## config.mk

```make
export PLATFORM = sky130hd
export DESIGN_NAME = writeback_arbiter
export DESIGN_NICKNAME = d
export VERILOG_FILES = /design/src/rtl/writeback_arbiter.sv
export SDC_FILE = /design/constraint.sdc
export NUM_CORES = 1
export LEC_CHECK = 0
export BUFFER_PORTS_ARGS = -buffer_cell sky130_fd_sc_hd__clkbuf_2
export CAP_MARGIN = 10
export CORE_ASPECT_RATIO = 1.25
export CORE_UTILIZATION = 40
export CTS_CLUSTER_SIZE = 40
export DETAILED_ROUTE_END_ITERATION = 12
export PLACE_DENSITY = 0.6
export SYNTH_ARGS = -nofsm -noshare
export SYNTH_HDL_FRONTEND = slang
export SYNTH_SLANG_ARGS = --single-unit
```

## constraint.sdc

```tcl
create_clock -name clk -period 4.15 [get_ports clk]
set_clock_uncertainty 0.15 [all_clocks]
set_input_delay 0.83 -clock clk [delete_from_list [all_inputs] [get_ports clk]]
set_output_delay 0.83 -clock clk [all_outputs]
set_load 0.005 [all_outputs]
```

## src/rtl/writeback_arbiter.sv

```systemverilog
// Register-file writeback arbiter: pipeline writeback has priority over a small
// FIFO of late LSU responses; also tracks pending load destinations and a last-write bypass.
module writeback_arbiter #(
  parameter int DEPTH        = 4,
  parameter int STARVE_LIMIT = 3
) (
  input  logic        clk,
  input  logic        rst,
  input  logic        pipe_wb_valid,
  output logic        pipe_wb_ready,
  input  logic [4:0]  pipe_wb_rd,
  input  logic [31:0] pipe_wb_data,
  input  logic        lsu_wb_valid,
  output logic        lsu_wb_ready,
  input  logic [4:0]  lsu_wb_rd,
  input  logic [31:0] lsu_wb_data,
  input  logic        issue_valid,
  input  logic [4:0]  issue_rd,
  output logic [31:0] pending,
  output logic        rf_en,
  output logic [4:0]  rf_rd,
  output logic [31:0] rf_data,
  output logic        byp_valid,
  output logic [4:0]  byp_rd,
  output logic [31:0] byp_data
);
  localparam int AW = $clog2(DEPTH);
  localparam int SW = $clog2(STARVE_LIMIT + 1);
  localparam logic [AW:0]   FULL_CNT  = (AW+1)'(DEPTH);
  localparam logic [SW-1:0] STARVE_MX = SW'(STARVE_LIMIT);

  typedef struct packed {
    logic [4:0]  rd;
    logic [31:0] data;
  } wb_t;

  wb_t           mem [DEPTH];
  wb_t           head;
  logic [AW-1:0] wr_ptr, rd_ptr;
  logic [AW:0]   count;
  logic [SW-1:0] starve_cnt;
  logic          full, nonempty, starved, pipe_fire, pipe_wr, push, pop;
  logic          win_en;
  logic [4:0]    win_rd;
  logic [31:0]   win_data;
  logic [31:0]   pending_nxt;

  assign head          = mem[rd_ptr];
  assign full          = (count == FULL_CNT);
  assign nonempty      = (count != '0);
  assign starved       = nonempty && (starve_cnt == STARVE_MX);
  assign pipe_wb_ready = !starved;
  assign lsu_wb_ready  = !full;
  assign pipe_fire     = pipe_wb_valid && pipe_wb_ready;
  // A pipeline write to x0 does not use the port, so the FIFO may drain alongside it.
  assign pipe_wr       = pipe_fire && (pipe_wb_rd != 5'd0);
  assign pop           = nonempty && !pipe_wr;
  assign push          = lsu_wb_valid && (!full || pop);

  always_comb begin
    win_en   = 1'b0;
    win_rd   = pipe_wb_rd;
    win_data = pipe_wb_data;
    if (pipe_wr) begin
      win_en = 1'b1;
    end else if (pop && head.rd != 5'd0) begin
      win_en   = 1'b1;
      win_rd   = head.rd;
      win_data = head.data;
    end
  end

  // Set beats clear so a re-issued load to the same rd stays tracked.
  always_comb begin
    pending_nxt = pending;
    if (pop)         pending_nxt[head.rd]  = 1'b0;
    if (issue_valid) pending_nxt[issue_rd] = 1'b1;
    pending_nxt[0] = 1'b0;
  end

  always_ff @(posedge clk) begin
    if (push) mem[wr_ptr] <= '{rd: lsu_wb_rd, data: lsu_wb_data};
  end

  always_ff @(posedge clk or posedge rst) begin
    if (rst) begin
      wr_ptr     <= '0;
      rd_ptr     <= '0;
      count      <= '0;
      starve_cnt <= '0;
      pending    <= '0;
      rf_en      <= 1'b0;
      rf_rd      <= '0;
      rf_data    <= '0;
      byp_valid  <= 1'b0;
      byp_rd     <= '0;
      byp_data   <= '0;
    end else begin
      if (push) wr_ptr <= wr_ptr + 1'b1;
      if (pop)  rd_ptr <= rd_ptr + 1'b1;
      case ({push, pop})
        2'b10:   count <= count + 1'b1;
        2'b01:   count <= count - 1'b1;
        default: count <= count;
      endcase
      if (!nonempty || pop)           starve_cnt <= '0;
      else if (starve_cnt != STARVE_MX) starve_cnt <= starve_cnt + 1'b1;
      pending <= pending_nxt;
      rf_en   <= win_en;
      if (win_en) begin
        rf_rd     <= win_rd;
        rf_data   <= win_data;
        byp_valid <= 1'b1;
        byp_rd    <= win_rd;
        byp_data  <= win_data;
      end
    end
  end
endmodule

```

# After elaboration in Yosys (flattened, before gate mapping)
# Memory sizes are Yosys's and may differ from the RTL's.
# Cells that the tools add are included.
# word_totals
register_bits	79
ram_bits	148
in_bits	84
out_inout_bits	110
wordCells	63
mem_count	1
# classes
addsub	5
order_cmp	4
eq_ne	5
n_mux	17
bitwise	3
n_reduce_logical	19
# mem_list
name	depth	width	rd	rd_ports_with_merged_regs	write_ports	line	source
mem	4	37	1	0	1	37	wb_t mem [DEPTH];
# op_table
operator	n
$mux W32	4
$and A32 B32 Y32	1
$not A32 Y32	1
$or A32 B32 Y32	1
$lt A5 B6 Y1 const B	2
$demux W1 S5	2
$ge A5 B1 Y1 const B	2
$mux W5	2
$reduce_bool A5 Y1	2
$logic_and A1 B1 Y1	8
$add A2 B1 Y2 const B	3
$mux W1	6
$pmux W3 S2	1
$eq A2 B2 Y1 const B	2
$logic_not A1 Y1	4
$mux W2	2
$reduce_bool A2 Y1	2
$add A3 B1 Y3 const B	1
$eq A3 B3 Y1 const B	1
$reduce_bool A3 Y1	1
$sub A3 B1 Y3 const B	1
$eq A2 B1 Y1 const B	1
$logic_or A1 B1 Y1	2
$ne A2 B2 Y1 const B	1

# Depth between registers and ports, before layout
# logic_depth
depth_word	11
mapped_depth	9
ltp_nobuf	8

# Worst setup path before layout
# Ideal clock, no wire load.
# synth_path
path_type	input port to flip-flop
from	input port pipe_wb_rd[0]
to	memory mem[0][0] (netlist bit) (enable)
setup_time_ps	398
t_arrival_ps	2938
required_ps	3602
path_slack_ps	664
stages	4
path_buffers	0
cell_sequence	or3_1 -> o311ai_1 -> o21a_1 -> and2_1
# synth_via
elab_chain_len	8
# synth_lines
element	line	source
from (decl)	11	input logic [4:0] pipe_wb_rd,
$reduce_bool A5 Y1	56	assign pipe_wr = pipe_fire && (pipe_wb_rd != 5'd0);
$logic_and A1 B1 Y1	56	
$logic_not A1 Y1	57	assign pop = nonempty && !pipe_wr;
$logic_and A1 B1 Y1	57	
$logic_or A1 B1 Y1	58	assign push = lsu_wb_valid && (!full || pop);
$logic_and A1 B1 Y1	58	
$mux W1	82	if (push) mem[wr_ptr] <= '{rd: lsu_wb_rd, data: lsu_wb_data};
$mux W1 (implied by the code)	82	
to (decl)	37	
# No other way between the ends.

# Worst setup path in the final report
# layout_path
from	register rd_ptr[0]
to	register byp_data[11]
# layout_via
elab_chain_len	5
elab_cells_between_ends	7
cone_classes	mux (4); reduce/logical (2); memory (1)
# layout_lines
element	line	source
from (decl)	39	logic [AW-1:0] wr_ptr, rd_ptr;
from (signal assigned)	100	if (pop) rd_ptr <= rd_ptr + 1'b1;
$mem_v2 Z4 W37 *	-	
$reduce_bool A5 Y1	66	end else if (pop && head.rd != 5'd0) begin
$logic_and A1 B1 Y1	66	
$mux W32 / $mux W1 (equally long branches)	66	
$mux W32 / $mux W1 (equally long branches)	64	if (pipe_wr) begin
to (signal assigned)	115	byp_data <= win_data;
to (decl)	25	output logic [31:0] byp_data
# Every way passes the cells marked *; elsewhere a longest branch is shown, timed or not.
# A chain may end at the register's enable or synchronous reset.

==> out/qor.yml <==
grt_pass1_wl_um: 33700
async_flop_share_pct: 34.8
stdcell_count: 1087
num_vias: 5816
cts_buffers: 24
multiInputGateArea_mm2: 0.00246
maxCapViolations: 0
worst_pin_slew_ns: 1.02
fin_nets: 871
crit_fanout: 16
clock_sinks: 227
finalHoldViolations: 0
synth_cell_types: 46
cp-start-kind: "register"
crit_chain: "mux4_1, nor3_1, nand2_1, buf_4, nand3_1, o211ai_1"
intPower_uw: 5480
nFillCells: 1970
p_per_area_mw_per_mm2: 730
required_ns: 4.32
wirelength_um: 21800
synth-seq-area-share_pct: 69.1
pin_count: 194
rsz0062_at_grt: "false"
maxSlewViolCount: 0
die_y_um: 172
drive_gt1_share_pct: 36.9
cp_data_arrival_time_ns: 3.46
core_mm2: 0.0229
grt_usage_pct: 18.4
final_common_cell: "clkbuf_2"
violations: "design-rule violations"
cts_setup_buffers: 0
syn_inst: 618
fp-row-count: 62
end_kind: "register"
synth-edff-count: 148
drt_first_pass_iters: 9
post_cts_resized: 0
grt_pass1_vias: 6104
die_w_um: 138
ir_drop_uv: 335
path_class: "register to register"
pwr-share-seq_pct: 42.8
synth_xor_xnor_area_share_pct: 0.377
synth_warnings: 0
syn_to_final_growth_pct: 20.3
dieArea_mm2: 0.0239
h-tree-depth: 1
syn_nets: 708
finalSetupViolations: 0
gp_congestion: 0.909
synth_flop_cell: "edfxtp_1"
hold_class: "input pin to asynchronous set/reset pin"
grt_antenna_before_repair: 0
fin_crit_ns: 3.29
io_buffer_count: 192
cts_root_buf: "clkbuf_16"
diodes: 0
yosys.area_share.simple_pct: 7.27
critPathMaxStageDelay_ns: 0.82
critPathSlowestCell: "mux4_1"
synth_area_per_cell_um2: 15.0
hpwl_um: 14600
grt_overflow: 0
muxShareOfSynthArea_pct: 9.49
relSlewSlack_pct: 31.7
clockBufferDepth: 3
status: "finished, violations left"
fin_crit_sh_pct: 79.3
p_sw_uw: 2680
synth_area_mm2: 0.00930
clkTransAtPathRegs_ns: 0.06
cts_hold_buffers: 0
setup_tns_ns: 0
final_cell_mix: "clkbuf_2 (192), edfxtp_1 (148), dfrtp_1 (77)"
synth_top_family_by_area: "multiplexers"
leakagePower_uw: 0.00437
seq_area_mm2: 0.00642
drtIter0Drc: 334
clkPwrFrac_pct: 25.6
synth_compound_area_share_pct: 7.97
synthAdderAreaFrac_pct: 0.888
drc: 31
viasPerCell: 5.35
sw_frac_of_total_pct: 32.8
start_util_pct: 40.6
place_inst: 1042
final_antenna_net_count: 0
combPwrFrac_pct: 31.6
grt_max_degree: 59
cts_tree: "yes"
wl_per_cell_um: 20.1
clkLatencyLatePin_ns: 0.50
max_freq_mhz: 304
ys_seq_elements: 227
-- power groups by stage --
stage / clock network [uW] / registers [uW] / logic (uW)
6_report: 2090 / 3490 / 2580
3_5_place_dp: 0 / 3540 / 2620
5_1_grt: 2230 / 3570 / 2850
3_3_place_gp: 0 / 3490 / 2570
2_1_floorplan: 0 / 3440 / 1750
4_1_cts: 2140 / 3500 / 2620
-- worst paths after layout --
kind / from / to / slack [ns] / depth (start not counted)
hold / removal: rst / byp_data[10] / 0.10 / 2
min in group clk: starve_cnt[0] / starve_cnt[0] / 0.31 / 1
hold reg to reg: starve_cnt[0] / starve_cnt[0] / 0.31 / 1
setup / recovery: rd_ptr[0] / byp_data[11] / 0.86 / 6
setup reg to reg: rd_ptr[0] / byp_data[11] / 0.86 / 6
max in group asynchronous: rst / byp_data[26] / 2.82 / 4
-- cells in the mapped netlist, types with 2 or more instances --
cell type	number	area share, %
inv_1	13	0.52
nor3_1	3	0.16
nand3_1	35	1.9
nand2_1	70	2.8
nand3b_1	8	0.65
or2_1	2	0.13
o21ai_0	68	3.7
and2_1	4	0.27
nor2_1	5	0.20
o211ai_1	30	2.4
or3b_2	2	0.19
mux4_2	35	8.5
nand4_1	3	0.20
dfrtp_1	79	21
mux4_1	2	0.57
a22oi_1	5	0.40
clkbuf_1	21	0.85
ha_1	5	0.67
or3_1	4	0.27
xnor2_1	3	0.28
o21ai_2	5	0.47
buf_2	3	0.16
mux2i_1	3	0.32
buf_4	40	3.2
a21oi_1	2	0.11
edfxtp_1	148	48
-- flip-flops by register name, summed over array words and instances (netlist names) --
signal      count
rf_en           1
mem           148
byp_valid       1
rd_ptr          2
pending        31
count           3
byp_rd          5
starve_cnt      2
wr_ptr          2
byp_data       32
-- metrics by stage --
step                      hold WS, ns  setup WS [ns]  area [um2]  total power [uW]  util [%]
final                           0.104          0.858       11200              8160      48.9
after global routing            0.115          0.630       11200              8660      48.9
after CTS                       0.311          0.832       11200              8260      48.8
after detailed placement        0.303          0.701       10400              6160      45.3
after global placement          0.282          0.831       10400              6060      45.3
after floorplan                 0.269          0.664        9300              5190         -
-- logic make-up after synthesis --
| kind of cell | count (synthesis) |
|---|---|
| adders and majority gates | 6 |
| AOI/OAI and AO/OA | 118 |
| xor gates and xnor gates | 4 |
| muxes | 41 |
| other | 1 |
| buffers and inverters | 79 |
| and+or+nand+nor | 142 |
| DFF | 227 |
-- worst max-delay path, delay by kind of cell, from the launching register on --
family | cells | cell delay (ns)
simple gates | 3 | 1.14
buf+inv | 1 | 0.39
flops | 1 | 0.48
mux | 1 | 0.82
compound gates | 1 | 0.12
-- routing by layer --
metal  track usage, %  vias up  share of wire, %
met2             33.1      210                52
met3             3.10       31               5.7
li1                 -     2629                 -
met5                0        -                 0
met4             6.55        0               1.9
met1             22.4     2946                40
-- final cells by class --
cell class | count | share of cell area [%]
flip-flops and latches | 227 | 57.4
multi-input cells | 312 | 22.0
repair buffers | 203 | 9.95
clock buffers | 28 | 5.69
well taps | 288 | 3.22
clock inverters | 16 | 1.33
inverters | 13 | 0.447
No activity file was read; power rests on OpenSTA's default activity.
